<file path="src/rtl/link_codec_pkg.sv">
// -----------------------------------------------------------------------------
// link_codec_pkg
// Shared types and helpers for the receive side of the 8-to-3 encoded link.
//   CODE_W / ONEHOT_W : encoded index width and reconstructed one-hot width
//   entry_t           : one buffered link word {none, code}
//   code_to_onehot()  : reconstructs the one-hot value of an entry
//   ERR_*             : bit positions inside the sticky error status vector
// -----------------------------------------------------------------------------
package link_codec_pkg;

    localparam int CODE_W   = 3;
    localparam int ONEHOT_W = 8;

    localparam int ERR_OVF = 0;
    localparam int ERR_UDF = 1;
    localparam int ERR_PAR = 2;

    typedef struct packed {
        logic              none;
        logic [CODE_W-1:0] code;
    } entry_t;

    localparam int ENTRY_W = $bits(entry_t);

    // "none" means no encoder input was active, which reconstructs to all zeros.
    function automatic logic [ONEHOT_W-1:0] code_to_onehot(input entry_t e);
        logic [ONEHOT_W-1:0] onehot;
        onehot = '0;
        if (!e.none) begin
            onehot[e.code] = 1'b1;
        end
        return onehot;
    endfunction

endpackage

</file>
<file path="src/rtl/link_fifo.sv">
// -----------------------------------------------------------------------------
// link_fifo
// Generic DEPTH x WIDTH synchronous FIFO, head presented combinationally.
//   CLK    : clock, all updates on the rising edge
//   RST_N  : synchronous active-low reset (pointers and occupancy only)
//   push   : write wdata at the tail (ignored while full)
//   pop    : drop the head entry (ignored while empty)
//   wdata  : tail write data
//   rdata  : head entry, valid while !empty
//   full   : occupancy == DEPTH
//   empty  : occupancy == 0
// DEPTH must be a power of two (>= 2) so the pointers wrap naturally.
// A push and a pop while full only performs the pop.
// -----------------------------------------------------------------------------
module link_fifo #(
    parameter int DEPTH = 4,
    parameter int WIDTH = 4
) (
    input  logic             CLK,
    input  logic             RST_N,
    input  logic             push,
    input  logic             pop,
    input  logic [WIDTH-1:0] wdata,
    output logic [WIDTH-1:0] rdata,
    output logic             full,
    output logic             empty
);

    localparam int PTR_W = $clog2(DEPTH);
    localparam int OCC_W = PTR_W + 1;

    logic [WIDTH-1:0] mem_q [DEPTH];
    logic [WIDTH-1:0] mem_d [DEPTH];
    logic [PTR_W-1:0] wr_ptr_q, wr_ptr_d;
    logic [PTR_W-1:0] rd_ptr_q, rd_ptr_d;
    logic [OCC_W-1:0] occ_q, occ_d;
    logic             do_push, do_pop;

    assign full  = (occ_q == OCC_W'(DEPTH));
    assign empty = (occ_q == '0);
    assign rdata = mem_q[rd_ptr_q];

    // NOTE: every variable gets a default at the top of the block so no path
    // leaves it unassigned; otherwise a latch is inferred.
    always_comb begin
        mem_d    = mem_q;
        wr_ptr_d = wr_ptr_q;
        rd_ptr_d = rd_ptr_q;
        occ_d    = occ_q;

        do_push = push && !full;
        do_pop  = pop && !empty;

        if (do_push) begin
            mem_d[wr_ptr_q] = wdata;
            wr_ptr_d        = wr_ptr_q + PTR_W'(1);
        end
        if (do_pop) begin
            rd_ptr_d = rd_ptr_q + PTR_W'(1);
        end

        case ({do_push, do_pop})
            2'b10:   occ_d = occ_q + OCC_W'(1);
            2'b01:   occ_d = occ_q - OCC_W'(1);
            default: occ_d = occ_q;
        endcase
    end

    // NOTE: sequential state uses non-blocking assignments so every flop
    // samples pre-edge values regardless of statement order.
    always_ff @(posedge CLK) begin
        if (!RST_N) begin
            wr_ptr_q <= '0;
            rd_ptr_q <= '0;
            occ_q    <= '0;
        end else begin
            wr_ptr_q <= wr_ptr_d;
            rd_ptr_q <= rd_ptr_d;
            occ_q    <= occ_d;
        end
    end

    // NOTE: the storage array is deliberately not reset; stale contents are
    // unreachable because occupancy gates every read, and skipping the reset
    // keeps the array a plain register file.
    always_ff @(posedge CLK) begin
        mem_q <= mem_d;
    end

endmodule

</file>
<file path="src/rtl/link_decoder.sv">
// -----------------------------------------------------------------------------
// link_decoder
// Receive stage after the 8-to-3 priority encoder: buffers encoded link words,
// reconstructs the one-hot value at the head, keeps link diagnostics.
//   CLK, RST_N  : clock; synchronous active-low reset
//   put_code    : encoded index {a2,a1,a0}
//   put_none    : no encoder input active (decodes to 8'h00)
//   put_par     : even parity over {put_none, put_code} (LINK_PARITY_EN only)
//   EN_put      : enqueue strobe, accepted when RDY_put (and parity is good)
//   RDY_put     : FIFO not full
//   get_onehot  : head entry as one-hot, 8'h00 while empty
//   RDY_get     : FIFO not empty
//   EN_get      : dequeue strobe, performed when RDY_get
//   mv_err      : sticky {parity (LINK_PARITY_EN only), underflow, overflow}
//   mv_dropcnt  : saturating count of rejected puts
//   err_clr     : clears mv_err and mv_dropcnt; same-cycle events win
// Optional feature macro: LINK_PARITY_EN (adds put_par and mv_err[2]).
// -----------------------------------------------------------------------------
module link_decoder
    import link_codec_pkg::*;
#(
    parameter int DEPTH = 4,
    parameter int CNT_W = 8
) (
    input  logic                CLK,
    input  logic                RST_N,
    input  logic [CODE_W-1:0]   put_code,
    input  logic                put_none,
    input  logic                EN_put,
`ifdef LINK_PARITY_EN
    input  logic                put_par,
    output logic [2:0]          mv_err,
`else
    output logic [1:0]          mv_err,
`endif
    output logic                RDY_put,
    output logic [ONEHOT_W-1:0] get_onehot,
    output logic                RDY_get,
    input  logic                EN_get,
    output logic [CNT_W-1:0]    mv_dropcnt,
    input  logic                err_clr
);

`ifdef LINK_PARITY_EN
    localparam int ERR_W = 3;
`else
    localparam int ERR_W = 2;
`endif

    entry_t               put_entry;
    entry_t               head;
    logic [ENTRY_W-1:0]   fifo_rdata;
    logic                 fifo_full, fifo_empty;
    logic                 par_ok;
    logic                 put_acc, get_acc;
    logic                 ovf_evt, udf_evt, par_evt, drop_evt;
    logic [ERR_W-1:0]     err_q, err_d;
    logic [CNT_W-1:0]     dropcnt_q, dropcnt_d;

    link_fifo #(
        .DEPTH (DEPTH),
        .WIDTH (ENTRY_W)
    ) u_fifo (
        .CLK   (CLK),
        .RST_N (RST_N),
        .push  (put_acc),
        .pop   (get_acc),
        .wdata (put_entry),
        .rdata (fifo_rdata),
        .full  (fifo_full),
        .empty (fifo_empty)
    );

    // Ready flags come straight from registered occupancy, never from EN_*.
    assign RDY_put    = !fifo_full;
    assign RDY_get    = !fifo_empty;
    assign head       = entry_t'(fifo_rdata);
    assign get_onehot = RDY_get ? code_to_onehot(head) : '0;
    assign mv_err     = err_q;
    assign mv_dropcnt = dropcnt_q;

    always_comb begin
        put_entry      = '0;
        put_entry.none = put_none;
        put_entry.code = put_code;

`ifdef LINK_PARITY_EN
        par_ok = (put_par == ^put_entry);
`else
        par_ok = 1'b1;
`endif

        put_acc = EN_put && RDY_put && par_ok;
        get_acc = EN_get && RDY_get;

        ovf_evt = EN_put && !RDY_put;
        udf_evt = EN_get && !RDY_get;
        // A parity failure is judged independently of RDY_put.
        par_evt = EN_put && !par_ok;
        // Full and bad parity at once is still a single dropped word.
        drop_evt = ovf_evt || par_evt;

        // Clear first, then let same-cycle events re-set their flags.
        err_d = err_clr ? '0 : err_q;
        if (ovf_evt) err_d[ERR_OVF] = 1'b1;
        if (udf_evt) err_d[ERR_UDF] = 1'b1;
`ifdef LINK_PARITY_EN
        if (par_evt) err_d[ERR_PAR] = 1'b1;
`endif

        if (err_clr) begin
            dropcnt_d = drop_evt ? CNT_W'(1) : '0;
        end else if (drop_evt && (dropcnt_q != '1)) begin
            dropcnt_d = dropcnt_q + CNT_W'(1);
        end else begin
            dropcnt_d = dropcnt_q;
        end
    end

    always_ff @(posedge CLK) begin
        if (!RST_N) begin
            err_q     <= '0;
            dropcnt_q <= '0;
        end else begin
            err_q     <= err_d;
            dropcnt_q <= dropcnt_d;
        end
    end

endmodule

</file>
<file path="config.mk">
export PLATFORM = sky130hd
export DESIGN_NAME = link_decoder
export DESIGN_NICKNAME = d
export VERILOG_FILES = /design/src/rtl/link_codec_pkg.sv /design/src/rtl/link_fifo.sv /design/src/rtl/link_decoder.sv
export SDC_FILE = /design/constraint.sdc
export NUM_CORES = 1
export LEC_CHECK = 0
export CORE_MARGIN = 3
export CORE_UTILIZATION = 55
export CTS_CLUSTER_SIZE = 30
export DETAILED_ROUTE_END_ITERATION = 16
export PLACE_DENSITY = 0.83
export SLEW_MARGIN = 5
export SYNTH_ARGS = -nofsm -noshare
export SYNTH_HDL_FRONTEND = slang
export SYNTH_SLANG_ARGS = --single-unit
</file>
<file path="constraint.sdc">
create_clock -name CLK -period 4.5 [get_ports CLK]
set_input_delay 0.45 -clock CLK [delete_from_list [all_inputs] [get_ports CLK]]
set_output_delay 0.45 -clock CLK [all_outputs]
set_load 0.1 [all_outputs]
</file>
-- Word-level counts from Yosys, hierarchy flattened
Index checks and enable logic that the tools add are counted.
- register bits after elaboration: 33
- latch bits: 0
- RAM bits: 0
- bits in read-only memories: 0
- input bits: 9
- output and inout port bits: 20
- logic and storage cells: 59
- memories: 0
- add/subtract/negate cells: 5
- $mul: 0
- divide/modulo/power cells: 0
- $lt $le $gt $ge: 5
- equal/unequal tests: 4
- shifts and indexed selects: 0
- mux-type cells: 17
- bitwise logic cells: 2
- reduce and logical (&&, ||, !) cells: 16
- operator list (operator ; number):
    8-bit 2-to-1 mux ; 4
    16-bit bitwise mux ; 1
    4-bit 2-to-1 mux ; 3
    1-bit logical AND ; 9
    8-bit by 1-bit adder with 8-bit output (second input constant) ; 1
    4-bit binary-select mux with 2-bit select ; 1
    4-bit demux with 2-bit select ; 1
    8-bit != test (second input constant) ; 1
    2-bit nonzero test ; 4
    3-bit greater-or-equal comparator (second input constant) ; 2
    2-bit inverter with 3-bit output ; 2
    3-bit one-hot mux with 2 select lines ; 1
    2-bit by 1-bit adder with 2-bit output (second input constant) ; 2
    3-bit by 4-bit < comparator with 1-bit output (second input constant) ; 1
    1-bit 2-to-1 mux ; 4
    3-bit by 1-bit adder with 3-bit output (second input constant) ; 1
    1-bit demux with 3-bit select ; 1
    3-bit == test (second input constant) ; 1
    3-bit by 1-bit greater-or-equal comparator with 1-bit output (second input constant) ; 1
    3-bit zero test ; 1
    3-bit by 1-bit < comparator with 1-bit output (second input constant) ; 1
    3-bit by 1-bit subtractor with 3-bit output (second input constant) ; 1
    2-bit by 1-bit == test with 1-bit output (second input constant) ; 1
    2-bit == test (second input constant) ; 1
    other kinds (2) ; 3

-- Longest topological paths before layout
- depth after elaboration: 10
- depth in mapped cells: 10
- depth with buffers taken out: 8

-- Cells and area by module
Synthesis repeated with hierarchy kept, for this count alone.
- cell total of the unflattened synthesis: 147
- area total of the unflattened synthesis: 1626.6 µm²
- modules (own cells, without submodules) (module ; instances ; cells an instance ; area each (µm²)):
    link_fifo ; 1 ; 72 ; 1024.7
    link_decoder ; 1 ; 75 ; 601.8

-- Least setup slack after synthesis
OpenSTA, ideal clock, no wires.
- path kind: reg-to-output
- from: register u_fifo.occ_q[0]
- to: output port get_onehot[1]
- arrival time: 3.110 ns
- required time: 4.050 ns
- slack: 0.940 ns
- cell stages (with the launch flop): 6
- path buffers: 1
- path through: dfxtp_1 > clkbuf_1 > nor3_1 > inv_1 > nand4_1 > a21oi_1
- cells in the longest elaborated chain, start to end: 2
- RTL lines (element ; line ; RTL):
    start: declaration ; link_fifo.sv:36 ; logic [OCC_W-1:0] occ_q, occ_d;
    start signal: assignment ; link_fifo.sv:75 ; occ_q <= '0;
    start signal: assignment ; link_fifo.sv:79 ; occ_q <= occ_d;
    3-bit zero test ; link_fifo.sv:40 ; assign empty = (occ_q == '0);
    8-bit 2-to-1 mux ; link_decoder.sv:78 ; assign get_onehot = RDY_get ? code_to_onehot(head) : '0;
    end: declaration ; link_decoder.sv:37 ; output logic [ONEHOT_W-1:0] get_onehot,
Every way passes these cells.

-- Final worst setup path
- from: register u_fifo.rd_ptr_q[0]
- to: output port get_onehot[1]
- cells in the longest elaborated chain, start to end: 10
- elaborated cells on any way between the ends: 11
- classes of those cells: order compare: 2; mux: 7; bitwise: 1; reduce/logical: 1
- RTL lines (element ; line ; RTL):
    start: declaration ; link_fifo.sv:35 ; logic [PTR_W-1:0] rd_ptr_q, rd_ptr_d;
    start signal: assignment ; link_fifo.sv:78 ; rd_ptr_q <= rd_ptr_d;
    2-bit inverter with 3-bit output (not written as such) (*) ; link_fifo.sv:41 ; assign rdata = mem_q[rd_ptr_q];
    4-bit binary-select mux with 2-bit select (*) ; link_fifo.sv:41 ;
    4-bit 2-to-1 mux (not written as such) (*) (2 in a row) ; link_fifo.sv:41 ;
    3-bit by 4-bit < comparator with 1-bit output (not written as such) or 3-bit by 1-bit greater-or-equal comparator with 1-bit output (tied branches) ; link_codec_pkg.sv:30 ; onehot[e.code] = 1'b1;
    1-bit logical AND (not written as such) ; link_codec_pkg.sv:30 ;
    1-bit 2-to-1 mux (not written as such) ; link_codec_pkg.sv:30 ;
    1-bit demux with 3-bit select ; link_codec_pkg.sv:30 ;
    8-bit 2-to-1 mux (*) ; link_codec_pkg.sv:29 ; if (!e.none) begin
    8-bit 2-to-1 mux (*) ; link_decoder.sv:78 ;
Mark *: on every way between the ends. The rest lies on a longest branch, timed or not. The select of a mux whose other input is x is not followed.

==> flow_summary.ini <==
[logic_synthesis]
synth_area_leaders = edfxtp_1 (29%), dfxtp_1 (20%), a21oi_1 (5.1%)
synth_cells = 152
ys_seq_area_share_pct = 49.2
synthFlopType = dfxtp_1
synth_seq_cells = 33
synth_area_mm2 = 0.00167
synth_nets = 168
syn_avg_cell_area_um2 = 11.0
synth_edf_count = 16
synthDistinctLibCells = 43
synth_top_area_share_pct = 28.8
ys_warn_count = 0
synthArstFlopShare_pct = 0
synth_top_area_cell = edfxtp_1

[critical_path]
crit_fanout = 5
crit_family = buffers and inverters
path_class = reg2out
cp-end-kind = output port
crit_cells = 4
r2r-end = u_fifo.occ_q[2]$_SDFFE_PN0P_
worstPathRequired_ns = 4.05
crit_path_max_incr_delay_ns = 1.15
crit_path_end = get_onehot[1]
critPathLaunchType = register
cp_cell_sequence = mux4_1 > or2_2 > a21oi_1 > clkdlybuf4s50_1
crit_path_start = u_fifo.rd_ptr_q[0]$_SDFFE_PN0P_
r2r_slack_ns = 2.06
rr_startpoint = u_fifo.occ_q[2]$_SDFFE_PN0P_
slowest_stage = clkdlybuf4s50_1
critPathArrivalTime_ns = 3.07
path_buf_inv = 1
r2r_cells = 8

[clock_tree]
insertion_delay_ns = 0.35
cts.clk_slew.worst_paths_ns = 0.11
root_buffer = clkbuf_4
cts_buffers = 5
htreeDepth = 2
hold_buffers = 0
cts_buffer_depth = 2
post-cts-setup-buffers = 0
cts_resized = 0
cts_tree = done
cts.sinks = 33

[grt]
grt_max_degree = 12
overflow = 0
grt_pass1_wl_mm = 5.34
grt_pass1_vias = 1215
antenna_found_initial = 0
track_usage_pct = 19.9

[finish]
num_antenna_cells = 0
drive_above_1_share_pct = 7.65
syn_to_final_growth_pct = 20.8
final_cells = 214
n_fill_cell = 214
layout.nets = 198

[min_path]
hold_path.class = reg2reg

[placement]
dp_worst_setup_slack_ns = 1.35
dp.cells = 206
dp_hpwl_mm = 2.43
gp_congestion = 0.835
port_buffers = 28

[timing]
setup_viol = 0
drv_slew = 0
tns_ns = 0
tightest_slew_ns = 0.973
max_clock_freq_ghz = 0.284
final.period_utilization_pct = 78.2
slew_headroom_pct = 34.9
grt_setup_unrepaired = false
layout_setup_ws_ns = 0.980
fin_skew_ns = 0.00346
hold_violations = 0
layout_min_cycle_time_ns = 3.52

[detailed_routing]
routed_via_density = 5.79
ant_nets = 0
routedWlPerCell_um = 15.3
drc = 0
route.vias.total = 1239
drt_iter0_markers = 70
drt_wl_total_mm = 3.27
firstDrtPassIters = 4

[die]
die_h_um = 61.0
start_util_pct = 58.9
die_x_um = 61.0
rows = 19
design.core.area_mm2 = 0.00283
io_pins = 29
dieArea_mm2 = 0.00373

[job]
cap_violations = 0

[power_and_ir_drop]
irDropWorstVdd_uv = 287
powerDensity_mw_per_mm2 = 498
p_leak_nw = 0.696

[run_status]
status = completed
[synth_stat cells, drive strengths merged, types with 2 or more instances]
cell type	number
nor2b	2
mux4	2
o21ai	2
mux2	2
edfxtp	16
nor4	2
a21o	2
mux2i	7
nand2b	6
buf	2
nor2	6
o31ai	2
clkbuf	3
xor2	3
nand4b	2
and3	5
nand2	10
ha	6
nand4	5
dfxtp	17
a21oi	17
inv	11
nand3	4
[state kept, by name (all words and copies together), names as in the netlist]
register         count
u_fifo.rd_ptr_q      2
u_fifo.mem_q        16
mv_err               2
mv_dropcnt           8
u_fifo.wr_ptr_q      2
u_fifo.occ_q         3
[power breakdown]
group | total [mW] | switching, mW | internal [mW]
registers | 0.392 | 0.0409 | 0.351
clock network | 0.167 | 0.109 | 0.0588
logic | 0.444 | 0.305 | 0.139
[cell type report]
| type | count | area [um^2] | share of cell area (%) |
|---|---|---|---|
| clock buffer | 5 | 37.5 | 1.86 |
| clock inverter | 3 | 17.5 | 0.870 |
| inverter | 12 | 45.0 | 2.24 |
| multi-input combinational | 102 | 773 | 38.4 |
| sequential | 33 | 821 | 40.8 |
| tap | 31 | 38.8 | 1.93 |
| timing repair buffer | 28 | 280 | 13.9 |
[layer usage]
metal	vias up	global-route usage, %	part of all wire (%)	routed length [um]
li1	622	-	-	-
met1	573	24.5	45	1450
met4	0	10.8	1.6	53
met5	-	0	0	0
met2	39	32.2	49	1600
met3	5	4.61	4.8	158
[how the worst min path moves through the flow]
| stage | startpoint | to | cells past startpoint |
|---|---|---|---|
| after floorplan | u_fifo.occ_q[2]$_SDFFE_PN0P_ | u_fifo.occ_q[2]$_SDFFE_PN0P_ | 2 |
| after global placement | mv_err[0]$_SDFFE_PN0P_ | mv_err[0]$_SDFFE_PN0P_ | 2 |
| after detailed placement | mv_err[0]$_SDFFE_PN0P_ | mv_err[0]$_SDFFE_PN0P_ | 2 |
| after CTS | mv_err[0]$_SDFFE_PN0P_ | mv_err[0]$_SDFFE_PN0P_ | 2 |
| after global routing | mv_err[0]$_SDFFE_PN0P_ | mv_err[0]$_SDFFE_PN0P_ | 2 |
| final | mv_err[0]$_SDFFE_PN0P_ | mv_err[0]$_SDFFE_PN0P_ | 2 |
[per-stage QoR]
step | util [%] | power [mW] | hold WS, ns | instance area [um^2]
2_1_floorplan | - | 0.751 | 0.542 | 1670
3_3_place_gp | 69.2 | 0.829 | 0.459 | 1960
3_5_place_dp | 69.2 | 0.842 | 0.465 | 1960
4_1_cts | 71.2 | 1.01 | 0.484 | 2010
5_1_grt | 71.2 | 1.06 | 0.527 | 2010
6_report | 71.2 | 1.00 | 0.482 | 2010
[placed cells by master (no fill, tap or decap), types with 3 or more instances in the layout]
master and count:
ha_1 6, edfxtp_1 16, mux2i_1 7, clkdlybuf4s50_1 28, xor2_1 3, nor2_1 6, nand2b_1 6, nand3_1 4
inv_1 11, nand4_1 5, and3_1 5, dfxtp_1 17, nand2_1 10, a21oi_1 17, clkbuf_4 5
[cells by family after synthesis]
kind of cell,count (synthesis),share of synthesized area [%]
adder cells (fa/ha/maj),7,5.71
AND/OR/NAND/NOR,52,19.6
flip-flops,33,49.2
AO/OA/AOI/OAI,28,10.1
multiplexers,11,8.93
XOR/XNOR,4,2.10
buffers and inverters,17,4.35
[worst min-delay path: stages, from the launching register on]
cell	delay, ns
dfxtp_1	0.33
nand2b_1	0.06
a21oi_1	0.06
(Power assumes the default switching activity.)
